===== src/rtl/seg7_pkg.sv =====
// seg7_pkg: shared constants and types for the 7-segment reader.
// Segment patterns are ordered {a,b,c,d,e,f,g} with a as the MSB and are
// active-high. The FSM state type and the error digit code also live here.
package seg7_pkg;

  // Segment patterns for the decimal digits
  localparam logic [6:0] SEG_0     = 7'b1111110;
  localparam logic [6:0] SEG_1     = 7'b0110000;
  localparam logic [6:0] SEG_2     = 7'b1101101;
  localparam logic [6:0] SEG_3     = 7'b1111001;
  localparam logic [6:0] SEG_4     = 7'b0110011;
  localparam logic [6:0] SEG_5     = 7'b1011011;
  localparam logic [6:0] SEG_6     = 7'b1011111;
  localparam logic [6:0] SEG_7     = 7'b1110000;
  localparam logic [6:0] SEG_8     = 7'b1111111;
  localparam logic [6:0] SEG_9     = 7'b1111011;
  // Some panels draw 9 without the bottom segment
  localparam logic [6:0] SEG_9_ALT = 7'b1110011;

  // Value reported for any pattern that is not a known digit
  localparam logic [3:0] DIGIT_ERR = 4'hF;

  // Capture FSM states
  typedef enum logic [1:0] {
    ST_IDLE    = 2'd0,
    ST_SETTLE  = 2'd1,
    ST_CAPTURE = 2'd2,
    ST_HOLD    = 2'd3
  } state_e;

  // True when exactly one bit of the digit strobe is set
  function automatic logic is_one_hot(input logic [3:0] v);
    return (v != 4'd0) && ((v & (v - 4'd1)) == 4'd0);
  endfunction

  // Index of the set bit of a one-hot strobe (0 for illegal codes)
  function automatic logic [1:0] one_hot_idx(input logic [3:0] v);
    logic [1:0] idx;
    case (v)
      4'b0001: idx = 2'd0;
      4'b0010: idx = 2'd1;
      4'b0100: idx = 2'd2;
      4'b1000: idx = 2'd3;
      default: idx = 2'd0;
    endcase
    return idx;
  endfunction

endpackage


===== src/rtl/seg7_pattern_dec.sv =====
// seg7_pattern_dec: purely combinational lookup of an active-high
// {a..g} segment pattern to its BCD value. Unknown patterns give DIGIT_ERR
// with o_err set. Kept standalone so the display side can reuse it.
module seg7_pattern_dec
  import seg7_pkg::*;
(
  input  logic [6:0] i_pattern,
  output logic [3:0] o_value,
  output logic       o_err
);

  // Pattern table lookup
  always_comb begin
    o_value = DIGIT_ERR;
    o_err   = 1'b0;
    case (i_pattern)
      SEG_0:     o_value = 4'd0;
      SEG_1:     o_value = 4'd1;
      SEG_2:     o_value = 4'd2;
      SEG_3:     o_value = 4'd3;
      SEG_4:     o_value = 4'd4;
      SEG_5:     o_value = 4'd5;
      SEG_6:     o_value = 4'd6;
      SEG_7:     o_value = 4'd7;
      SEG_8:     o_value = 4'd8;
      SEG_9:     o_value = 4'd9;
      SEG_9_ALT: o_value = 4'd9;
      default: begin
        o_value = DIGIT_ERR;
        o_err   = 1'b1;
      end
    endcase
  end

endmodule


===== src/rtl/seg7_reader.sv =====
// seg7_reader: snoops a multiplexed 7-segment display and reports each
// stable digit presentation exactly once through a valid/ready handshake.
// Build option: define SEG7_RD_ACTIVE_LOW_EN for common-anode panels whose
// segment lines are active-low; seg_in is then inverted ahead of sampling.
//
// Latency: the edge that first loads a new {dig_sel, seg_in} into the
// sample register is cycle 0; valid rises on edge STABLE_CYCLES+1 when the
// FSM starts from IDLE.
module seg7_reader #(
  parameter int STABLE_CYCLES = 4
) (
  input  logic       clk,
  input  logic       rst,
  input  logic [6:0] seg_in,
  input  logic [3:0] dig_sel,
  input  logic       ready,
  output logic       valid,
  output logic [3:0] digit_val,
  output logic [1:0] digit_idx,
  output logic       pat_err,
  output logic       overrun,
  output logic       page
);
  import seg7_pkg::*;

  localparam logic [3:0] STABLE_W = 4'(STABLE_CYCLES);

  // Sample path: {dig_sel, seg} as 11 bits
  logic [6:0]  w_seg;
  logic [10:0] r_sample;
  logic [10:0] r_prev;
  logic [10:0] r_cap;

  // FSM
  state_e      r_state;
  state_e      w_state_next;
  logic [3:0]  r_cnt;
  logic [3:0]  w_cnt_next;
  logic [3:0]  w_cnt_inc;
  logic        w_cap_en;

  // Derived conditions
  logic        w_sample_one_hot;
  logic        w_same_prev;
  logic        w_same_cap;

  // Decoded captured pattern
  logic [3:0]  w_dec_val;
  logic        w_dec_err;
  logic [1:0]  w_cap_idx;

  // Output datapath control
  logic        w_load;
  logic        w_drop;

  // Output registers
  logic        r_valid;
  logic [3:0]  r_digit_val;
  logic [1:0]  r_digit_idx;
  logic        r_pat_err;
  logic        r_overrun;
  logic        r_page;

`ifdef SEG7_RD_ACTIVE_LOW_EN
  assign w_seg = ~seg_in;
`else
  assign w_seg = seg_in;
`endif

  assign w_sample_one_hot = is_one_hot(r_sample[10:7]);
  assign w_same_prev      = (r_sample == r_prev);
  assign w_same_cap       = (r_sample == r_cap);
  assign w_cnt_inc        = (r_cnt == 4'hF) ? r_cnt : (r_cnt + 4'd1);
  assign w_cap_idx        = one_hot_idx(r_cap[10:7]);

  seg7_pattern_dec u_dec (
    .i_pattern (r_cap[6:0]),
    .o_value   (w_dec_val),
    .o_err     (w_dec_err)
  );

  // Register the raw inputs and keep the previous sample for stability checks
  always_ff @(posedge clk or posedge rst) begin
    if (rst) begin
      r_sample <= 11'd0;
      r_prev   <= 11'd0;
    end else begin
      r_sample <= {dig_sel, w_seg};
      r_prev   <= r_sample;
    end
  end

  // FSM state, stability counter and captured-sample register
  always_ff @(posedge clk or posedge rst) begin
    if (rst) begin
      r_state <= ST_IDLE;
      r_cnt   <= 4'd0;
      r_cap   <= 11'd0;
    end else begin
      r_state <= w_state_next;
      r_cnt   <= w_cnt_next;
      if (w_cap_en) begin
        r_cap <= r_sample;
      end
    end
  end

  // Next-state logic: settle on a stable one-hot sample, capture once, hold
  always_comb begin
    w_state_next = r_state;
    w_cnt_next   = r_cnt;
    w_cap_en     = 1'b0;
    case (r_state)
      ST_IDLE: begin
        if (w_sample_one_hot) begin
          w_state_next = ST_SETTLE;
          w_cnt_next   = 4'd1;
        end else begin
          w_state_next = ST_IDLE;
          w_cnt_next   = 4'd0;
        end
      end
      ST_SETTLE: begin
        if (!w_sample_one_hot) begin
          w_state_next = ST_IDLE;
          w_cnt_next   = 4'd0;
        end else if (w_same_prev) begin
          w_cnt_next = w_cnt_inc;
          if (w_cnt_inc >= STABLE_W) begin
            // The settled sample is frozen here so CAPTURE decodes exactly it
            w_state_next = ST_CAPTURE;
            w_cap_en     = 1'b1;
          end else begin
            w_state_next = ST_SETTLE;
          end
        end else begin
          w_state_next = ST_SETTLE;
          w_cnt_next   = 4'd1;
        end
      end
      ST_CAPTURE: begin
        w_state_next = ST_HOLD;
      end
      ST_HOLD: begin
        if (w_same_cap) begin
          w_state_next = ST_HOLD;
        end else begin
          w_state_next = ST_IDLE;
          w_cnt_next   = 4'd0;
        end
      end
      default: begin
        w_state_next = ST_IDLE;
        w_cnt_next   = 4'd0;
      end
    endcase
  end

  // Capture is accepted when the output slot is free or being emptied now
  always_comb begin
    w_load = 1'b0;
    w_drop = 1'b0;
    if (r_state == ST_CAPTURE) begin
      w_load = !r_valid || ready;
      w_drop = r_valid && !ready;
    end else begin
      w_load = 1'b0;
      w_drop = 1'b0;
    end
  end

  // Output registers: handshake, captured digit, sticky overrun, page flag
  always_ff @(posedge clk or posedge rst) begin
    if (rst) begin
      r_valid     <= 1'b0;
      r_digit_val <= 4'd0;
      r_digit_idx <= 2'd0;
      r_pat_err   <= 1'b0;
      r_overrun   <= 1'b0;
      r_page      <= 1'b0;
    end else begin
      if (w_load) begin
        r_valid     <= 1'b1;
        r_digit_val <= w_dec_val;
        r_digit_idx <= w_cap_idx;
        r_pat_err   <= w_dec_err;
        if (w_cap_idx == 2'd0) begin
          if (w_dec_val == 4'd1) begin
            r_page <= 1'b0;
          end else if (w_dec_val == 4'd2) begin
            r_page <= 1'b1;
          end
        end
      end else if (r_valid && ready) begin
        r_valid <= 1'b0;
      end
      if (w_drop) begin
        r_overrun <= 1'b1;
      end
    end
  end

  assign valid     = r_valid;
  assign digit_val = r_digit_val;
  assign digit_idx = r_digit_idx;
  assign pat_err   = r_pat_err;
  assign overrun   = r_overrun;
  assign page      = r_page;

endmodule


===== config.mk =====
export PLATFORM = sky130hd
export DESIGN_NAME = seg7_reader
export DESIGN_NICKNAME = d
export VERILOG_FILES = /design/src/rtl/seg7_pkg.sv /design/src/rtl/seg7_pattern_dec.sv /design/src/rtl/seg7_reader.sv
export SDC_FILE = /design/constraint.sdc
export NUM_CORES = 1
export LEC_CHECK = 0
export CORE_MARGIN = 2
export CORE_UTILIZATION = 56
export DETAILED_ROUTE_END_ITERATION = 12
export PLACE_DENSITY = 0.76
export REMOVE_ABC_BUFFERS = 1
export SETUP_SLACK_MARGIN = 0.1
export SYNTH_ARGS = -nofsm -noshare
export SYNTH_HDL_FRONTEND = slang
export SYNTH_HIERARCHICAL = 1
export SYNTH_SLANG_ARGS = --single-unit

===== constraint.sdc =====
create_clock -name clk -period 2.7 [get_ports clk]
set_input_delay 0.54 -clock clk [delete_from_list [all_inputs] [get_ports clk]]
set_output_delay 0.54 -clock clk [all_outputs]
set_load 0.01 [all_outputs]

==> parameters.txt <==
Parameter                              Value

Min path
  Tightest Hold Check Type    reg2reg

Logic synthesis
  Post-synth EDFFs    0
  Cell type contributing the most total cell area after synthesis    dfrtp_1
  Number of warnings printed during yosys synthesis    6
  Post-synth ARST share    100%
  Cells after Synth    between 200 and 250
  Simple-Gate Fraction of Synth Area    14.7%
  Leading cell types by total area after synthesis    dfrtp_1 51%, xnor2_1 8.7%, mux2_4 5.6%
  Adder and majority gate portion of the synthesized area    0.521%
  Primary flip-flop cell chosen by synthesis mapping    dfrtp_1
  Total standard cell area after synthesis    2400 um2
  Distinct cell type count after synthesis    50
  Post-synthesis xor/xnor area fraction    9.47%
  Post-synthesis area per instance    roughly 12 um2
  Multiplexer fraction of the synthesized cell area    8.85%
  Synth Area in Compound Gates    11.2%
  Portion of the post-synthesis area used by sequential elements    51.0%
  Share of Yosys cell area claimed by the top area cell type    51.0%
  Flop and latch count out of synthesis    49
  Dominant combinational cell family by area after synthesis    simple AND/OR/NAND/NOR gates

Critical path
  Critical path endpoint category    flop
  CP top delay family    simple AND/OR/NAND/NOR gates
  Worst Path Required    2890 ps
  Maximum fanout encountered on the critical timing path    12
  Critical Path, Cell by Cell    nor4b_1 -> a211oi_1 -> nor4_4 -> nand2_2 -> mux2_4
  Setup CP Type    reg2reg
  Buffers plus inverters on the worst setup path    0
  Startpoint type of the worst setup path    flop
  CP arrival    2380 ps
  Highest-delay cell along the critical path    dfrtp_1
  Largest incremental delay on the critical path    between 400 and 500 ps

Pwr
  Post-layout power    1.31 mW
  Maximum vdd drop    331 uV
  Cell leakage power    about 1.2 nW
  Pwr per Cell Area    478 nW/um2

CTS
  Number of buffers added to fix hold violations after cts    0
  Number of buffers inserted to repair setup after CTS    0
  TritonCTS clock tree    yes
  Clk sinks    49
  Root cell of the clock tree    clkbuf_8
  Number of gates resized after cts    0
  Clock buffers created by TritonCTS    5
  CTS H-Tree Depth    2
  Clock-pin slew on the worst setup and hold paths    around 80 ps
  Clock insertion delay at the later pin of the skew report    300 ps
  Number of buffers on the longest clock path    2

Timing
  RSZ-0062 raised after global routing    false
  Min cycle time layout    2190 ps
  Final Setup Violations    0
  Final worst-path setup slack    roughly 500 ps
  Fmax    0.456 GHz
  Count of final max-slew check failures    0
  Final Hold Violating Endpoints    0
  Pin slew with the least headroom to its limit    588 ps
  Setup clock skew after layout    4.50 ps
  Aggregate negative setup slack    0 ps
  Final worst-path cycle share    81.2%
  Worst slew margin    60.6%

Drt
  DRC    0
  Antenna-violating nets left    0
  Starting DRT DRC Count    81
  1st-pass router iterations    4
  Final wirelength    approximately 4.4 mm
  Vias after detailed routing    between 1500 and 2000
  Via density per instance    5.86
  Routed length per instance    15.8 um

Final layout
  Post-layout net count    about 240
  Layout cell share with drive strength beyond 1    14.5%
  Final antenna diode count    0
  Commonest non-fill, non-tap cell in the layout    dfrtp_1
  Relative area change from synthesis to final layout    13.9%
  Post-route standard cell area excluding fillers    2740 um2
  Commonest non-fill, non-tap cells in the layout    49 x dfrtp_1, 24 x xnor2_1, 23 x clkdlybuf4s50_1, 10 x nand2_1

Place
  Total placed instance area    2640 um2
  Port Buffer Count    23
  Final estimated routing congestion in global placement    0.795
  Detailed placer's ending HPWL    about 3.2 mm
  Place WS    489 ps

Run status
  Status    finished, final reports clean

GRT
  Antenna violations before repair    0
  First-pass GRT wire length    ~7.5 mm
  Pin count of the biggest net entering global routing    50
  Combined global-route utilization of all metal layers    19.7%
  Aggregate global routing overflow    0
  Number of global-route vias before repair    1627

Job
  Number of max-capacitance violations reported    0

Die
  Effective utilization at floorplan    59.2%
  I/O pins    24
  Floorplan die width    just under 70 um
  Site row count    23
  Core Box Area    4060 um2
  Chip height    69.5 um
  Die area    4830 um2
## synthesized netlist by cell type, drive strengths merged, types with 5 or more instances
| cell | n |
|---|---|
| dfrtp | 49 |
| xnor2 | 24 |
| mux2 | 15 |
| nand2 | 11 |
| a21oi | 9 |
| inv | 9 |
| nor2 | 9 |
| buf | 8 |
| nand4 | 8 |
| o21ai | 8 |
| and3 | 5 |
## through the flow
step	cells	util, %	hold slack, ps
after floorplan	196	-	429
final	278	67.5	475
after detailed placement	270	65.0	461
after CTS	278	67.5	481
after global placement	270	65.0	448
after global routing	278	67.5	499
## cells by family (layout without fill, tap and decap cells)
family	Yosys count	after routing
and+or+nand+nor	56	56
xor gates and xnor gates	26	26
buffers and inverters	21	41
AOI/OAI and AO/OA	39	39
muxes	16	16
adders and majority gates	1	1
DFF	49	49
## path summary, 6_finish.rpt
kind | start | endpoint | slack, ps | depth (start not counted)
max | r_sample[10] | r_cap[1] | 510 | 5
min | r_sample[6] | r_prev[6] | 480 | 0
max reg2reg | r_sample[10] | r_cap[1] | 510 | 5
min reg2reg | r_sample[6] | r_prev[6] | 480 | 0
max in group asynchronous | rst | r_prev[8] | 1600 | 3
min in group asynchronous | rst | r_sample[0] | 700 | 3
## flip-flops by register name, indices dropped and copies added, names as in the netlist
signal / cells
r_cnt: 4
overrun: 1
r_state: 2
digit_val: 4
r_sample: 11
valid: 1
pat_err: 1
page: 1
digit_idx: 2
r_cap: 11
r_prev: 11
## final cells by class
type                    count  area, um2
repair buffers             24        238
inverters                   9       33.8
clock buffers               7       96.3
well taps                  50       62.6
flip-flops and latches     49       1230
fillers                   296       1320
clock inverters             1       5.00
multi-input cells         138       1080
## per-layer routing
layer / share of wire (%) / up-vias / global-route usage (%) / wire, um
li1: - / 774 / - / -
met1: 45 / 808 / 25.0 / 1970
met2: 50 / 40 / 32.5 / 2180
met3: 3.6 / 7 / 4.65 / 160
met4: 1.9 / 0 / 8.06 / 82
met5: 0 / - / 0 / 0
## report_power, final
part	switching [mW]	internal [mW]	leakage, nW
combinational	0.0337	0.0414	0.497
clock	0.227	0.231	0.0542
sequential	0.0221	0.752	0.627
total	0.283	1.03	1.18
Note: power is estimated with default switching activity, not from simulation.
